$ cat src/rtl/encoder_decoder.sv
// Rate-1/2 K=3 (7,5) convolutional encoder plus an independent hard-decision
// register-exchange Viterbi decoder. Define ENCODER_DECODER_PM_NORM_EN for metric normalization.
module encoder_decoder #(
  parameter int unsigned TB_LEN = 8,
  parameter int unsigned PM_W   = 8
) (
  input  logic       clk,
  input  logic       rst,
  input  logic       enc_enable_i,
  input  logic       enc_d_in,
  output logic       enc_valid_o,
  output logic [1:0] enc_d_out,
  input  logic       dec_enable,
  input  logic [1:0] dec_d_in,
  output logic       dec_d_out,
  output logic       dec_valid_o
);

  localparam int unsigned CntW = $clog2(TB_LEN + 1);
  localparam logic [PM_W:0] PmMax = {1'b0, {PM_W{1'b1}}};

  // ---------------- Encoder ----------------
  logic [1:0] enc_state_q;

  always_ff @(posedge clk or negedge rst) begin
    if (!rst) begin
      enc_state_q <= 2'b00;
      enc_d_out   <= 2'b00;
      enc_valid_o <= 1'b0;
    end else if (enc_enable_i) begin
      enc_d_out   <= {enc_d_in ^ enc_state_q[1] ^ enc_state_q[0], enc_d_in ^ enc_state_q[0]};
      enc_state_q <= {enc_d_in, enc_state_q[1]};
      enc_valid_o <= 1'b1;
    end else begin
      enc_valid_o <= 1'b0;
    end
  end

  // ---------------- Decoder ----------------
  logic [PM_W-1:0]   pm_q     [4];
  logic [PM_W-1:0]   pm_d     [4];
  logic [TB_LEN-1:0] surv_q   [4];
  logic [TB_LEN-1:0] surv_new [4];
  logic [PM_W:0]     sum      [4];
  logic [3:0]        sel1;
  logic [1:0]        best;
  logic [PM_W:0]     min_sum;
  logic [CntW-1:0]   cnt_q;
  logic [CntW:0]     cnt_inc;
  logic              cnt_full;

  // Hamming distance between received symbol and the transition's expected output.
  function automatic logic [1:0] branch_metric(input logic [1:0] rx, input logic [1:0] st,
                                               input logic u);
    logic [1:0] x;
    x = rx ^ {u ^ st[1] ^ st[0], u ^ st[0]};
    return {1'b0, x[1]} + {1'b0, x[0]};
  endfunction

  function automatic logic [PM_W:0] add_metric(input logic [PM_W-1:0] pm, input logic [1:0] bm);
    logic [PM_W:0] s;
    s = {1'b0, pm} + (PM_W + 1)'(bm);
`ifdef ENCODER_DECODER_PM_NORM_EN
    return s;
`else
    return (s > PmMax) ? PmMax : s;
`endif
  endfunction

  // Next state {u,a} is reached from predecessors {a,0} and {a,1}.
  for (genvar g = 0; g < 4; g++) begin : g_acs
    localparam logic [1:0] Ns = 2'(g);
    localparam logic [1:0] P0 = {Ns[0], 1'b0};
    localparam logic [1:0] P1 = {Ns[0], 1'b1};
    logic [PM_W:0] c0, c1;

    assign c0          = add_metric(pm_q[P0], branch_metric(dec_d_in, P0, Ns[1]));
    assign c1          = add_metric(pm_q[P1], branch_metric(dec_d_in, P1, Ns[1]));
    assign sel1[g]     = c1 < c0;
    assign sum[g]      = sel1[g] ? c1 : c0;
    assign surv_new[g] = {sel1[g] ? surv_q[P1][TB_LEN-2:0] : surv_q[P0][TB_LEN-2:0], Ns[1]};
  end

  always_comb begin
    best    = 2'd0;
    min_sum = sum[0];
    for (int i = 1; i < 4; i++) begin
      if (sum[i] < min_sum) begin
        min_sum = sum[i];
        best    = 2'(i);
      end
    end
    for (int i = 0; i < 4; i++) begin
`ifdef ENCODER_DECODER_PM_NORM_EN
      pm_d[i] = PM_W'(sum[i] - min_sum);
`else
      pm_d[i] = sum[i][PM_W-1:0];
`endif
    end
  end

  assign cnt_inc  = {1'b0, cnt_q} + (CntW + 1)'(1);
  assign cnt_full = cnt_inc >= (CntW + 1)'(TB_LEN);

  always_ff @(posedge clk or negedge rst) begin
    if (!rst) begin
      for (int i = 0; i < 4; i++) begin
        pm_q[i]   <= (i == 0) ? '0 : PM_W'(16);
        surv_q[i] <= '0;
      end
      cnt_q       <= '0;
      dec_d_out   <= 1'b0;
      dec_valid_o <= 1'b0;
    end else if (dec_enable) begin
      for (int i = 0; i < 4; i++) begin
        pm_q[i]   <= pm_d[i];
        surv_q[i] <= surv_new[i];
      end
      cnt_q       <= cnt_full ? CntW'(TB_LEN) : cnt_inc[CntW-1:0];
      dec_d_out   <= surv_new[best][TB_LEN-1];
      dec_valid_o <= cnt_full;
    end else begin
      dec_valid_o <= 1'b0;
    end
  end

endmodule

$ cat config.mk
export PLATFORM = sky130hd
export DESIGN_NAME = encoder_decoder
export DESIGN_NICKNAME = d
export VERILOG_FILES = /design/src/rtl/encoder_decoder.sv
export SDC_FILE = /design/constraint.sdc
export NUM_CORES = 1
export LEC_CHECK = 0
export CORE_UTILIZATION = 60
export CTS_BUF_LIST = sky130_fd_sc_hd__clkbuf_4 sky130_fd_sc_hd__clkbuf_8
export DETAILED_ROUTE_END_ITERATION = 16
export PLACE_DENSITY = 0.77
export SLEW_MARGIN = 5
export SYNTH_ARGS = -nofsm -noshare
export SYNTH_HDL_FRONTEND = slang
export SYNTH_SLANG_ARGS = --single-unit
$ cat constraint.sdc
create_clock -name clk -period 16.68 [get_ports clk]
set_input_delay 3.336 -clock clk [delete_from_list [all_inputs] [get_ports clk]]
set_output_delay 3.336 -clock clk [all_outputs]
set_load 0.02 [all_outputs]
==> metrics.md <==
| Metric | Value |
|---|---|
| Initial antenna violation count | `0` |
| Longest Clk Path Bufs | `2` |
| Setup repair bufs after CTS | `0` |
| CORE AREA | `0.0104 mm2` |
| Placed insts | `slightly below 900` |
| Ports | `12` |
| Vias | `5481` |
| Finished Layout Cells | `897` |
| Number of synthesized flops with an enable pin | `0` |
| Die height | `105 um` |
| Fmax | `78.6 MHz` |
| Die Wd | `~110 um` |
| Dominant synthesized flop cell | `dfrtp_1` |
| Layout Nets | `approximately 840` |
| Final Max Slew Viols | `0` |
| Slew @ Worst Pin | `between 0.9 and 1 ns` |
| Post-placement cell area | `~0.0066 mm2` |
| Fin crit share | `76.2%` |
| Via density | `6.11` |
| Crit start category | `input port` |
| Final Critical Period | `about 13 ns` |
| Crit Reg-Reg Startpoint | `pm_q[0]$_DFFE_PN0P_` |
| Final wirelength | `15700 um` |
| Max incr delay on CP | `about 0.66 ns` |
| Synth cell types | `62` |
| Final Core Density | `65.8%` |
| WP data arrival | `approximately 13 ns` |
| Layout cells sized above 1 | `11.0%` |
| Area grow syn2layout | `6.25%` |
| Post-synthesis sequential area ratio | `25.8%` |
| R2r setup slk | `7.66 ns` |
| FF-to-FF path depth | `a little over 40` |
| Post-Layout Inst Area | `around 0.007 mm2` |
| Routability cong. | `0.944` |
| Setup TNS | `0 ns` |
| 1st-iter DRT viols | `363` |
| Synthesized flop and latch total | `66` |
| Skew final | `roughly 0.017 ns` |
| Clk sinks | `66` |
| Hold EP | `surv_q[0]$_DFFE_PN0P_` |
| Synth area leaders | `dfrtp_1 (25%), ha_1 (15%), mux2i_1 (8.1%)` |
| Max-Cap Viols | `0` |
| GRT Residual Overflow | `0` |
| First-pass GRT wire length | `26000 um` |
| CTS buffer count | `9` |
| Drt drc | `0` |
| CP Class | `in -> reg` |
| Port Buffers | `11` |
| Mean Syn Cell Area | `around 8.5 um2` |
| Crit end category | `flip-flop` |
| Unrepaired setup endpoints after global routing | `false` |
| Antenna fix cells | `0` |
| Hold Crit Start | `surv_q[0]$_DFFE_PN0P_` |
| Synth Instances | `755` |
| Resized cells post-CTS | `0` |
| Most numerous cell in the Yosys netlist | `ha_1` |
| CTS H-tree depth | `3` |
| Final setup violation count | `0` |
| DP Wirelength | `12100 um` |
| CTS root buffer | `clkbuf_8` |
| Detailed Routing Iterations Pass 1 | `5` |
| Post-Synthesis Cell Area | `0.00642 mm2` |
| Post-route ant nets | `0` |
| Largest net degree at the start of global routing | `92` |
| Hold path depth | `1` |
| Synth warn | `0` |
| Worst hold path class | `reg -> reg` |
| Slew margin rel. | `35.6%` |
| Final Hold Viols | `0` |
| Initial Util | `approximately three fifths` |
| CTS Hold Buffers Added | `0` |
| Number of global-route vias before repair | `5266` |
| Worst skew pair latency | `0.36 ns` |
| Synth top area share | `24.5%` |
| GRT Overall Usage | `between 20 and 30%` |
| Critical Path RT | `16.96 ns` |
| CP max-delay cell | `nand2b_1` |
| Wire length per cell | `17.5 um` |
| TritonCTS clock tree | `yes` |
| Most frequent cells after synthesis | `ha_1 (78), nor2_1 (77), a21oi_1 (73)` |
| Die area | `0.0111 mm2` |
| Synth area leader | `dfrtp_1` |
| CP dominant cell by count | `ha_1` |
| RR Endpoint | `dec_d_out$_DFFE_PN0P_` |
| Status | `completed` |
| Placement Rows | `37` |
| Reg clk slew, reported paths | `around 0.090 ns` |
| Crit Path Max Fanout | `15` |
| Post-synth ARST share | `100%` |
-- layout by cell type (no fill, tap or decap), drive strengths merged, types with 4 or more instances in the layout --
cell / count
a211o: 5
o21ai: 49
mux2: 36
nand3: 22
conb: 14
inv: 46
mux2i: 52
nand2: 50
nand4: 19
nor2: 81
or2: 7
o22ai: 5
a31oi: 4
clkdlybuf4s50: 9
and2: 6
xnor2: 7
xor2: 17
buf: 4
a21oi: 76
clkbuf: 10
o21a: 7
a21o: 18
dfrtp: 63
nand2b: 9
ha: 78
o211ai: 4
nor3: 9
and3: 10
nor2b: 9
-- layer usage --
metal	part of all wire [%]	vias up	global-route usage [%]	routed length (um)
li1	-	2673	-	-
met1	45	2607	40.0	7050
met2	47	181	50.3	7420
met3	6.0	20	4.02	946
met4	1.6	0	8.55	249
met5	0	-	0	0
-- state kept, by name, summed over array words and instances, names as in the netlist --
name	cells
pm_q	32
enc_valid_o	1
dec_valid_o	1
cnt_q	4
surv_q	23
dec_d_out	1
enc_state_q	2
enc_d_out	2
-- cells by family after synthesis --
logic type,share of synthesized area (%)
buf+inv,5.42
other cells,0.117
flops,25.8
xor+xnor,3.27
mux,14.7
simple gates,17.4
compound gates,18.1
fa+ha+maj,15.2
-- stage by stage --
stage,hold WS (ns),worst slack [ns]
3_3_place_gp,0.455,4.24
5_1_grt,0.493,3.24
4_1_cts,0.481,4.18
2_1_floorplan,0.439,5.79
6_report,0.483,3.96
3_5_place_dp,0.458,3.88
-- worst max-delay path by stage --
stage	from	endpoint	depth (start not counted)
floorplan	dec_d_in[0]	dec_d_out$_DFFE_PN0P_	44
finish	dec_d_in[0]	dec_d_out$_DFFE_PN0P_	45
CTS	dec_d_in[0]	dec_d_out$_DFFE_PN0P_	45
global placement	dec_d_in[0]	dec_d_out$_DFFE_PN0P_	45
detailed placement	dec_d_in[0]	dec_d_out$_DFFE_PN0P_	45
global route	dec_d_in[0]	dec_d_out$_DFFE_PN0P_	45
-- critical path, delay by kind of cell --
kind,cells,cell delay (ns)
AO/OA/AOI/OAI,21,3.87
AND/OR/NAND/NOR,9,1.98
adder cells (fa/ha/maj),6,1.72
buffers and inverters,6,1.07
multiplexers,3,1.02
-- area by class of cell --
cell class / instances / area, um2
clock buffers: 10 / 131
clock inverters: 6 / 115
fillers: 895 / 3550
inverters: 46 / 173
multi-input cells: 620 / 4460
flip-flops and latches: 66 / 1660
well taps: 136 / 170
repair buffers: 13 / 115
Power is not shown: default switching activity piles up to over one toggle a cycle in this logic, so the estimate is an artifact.
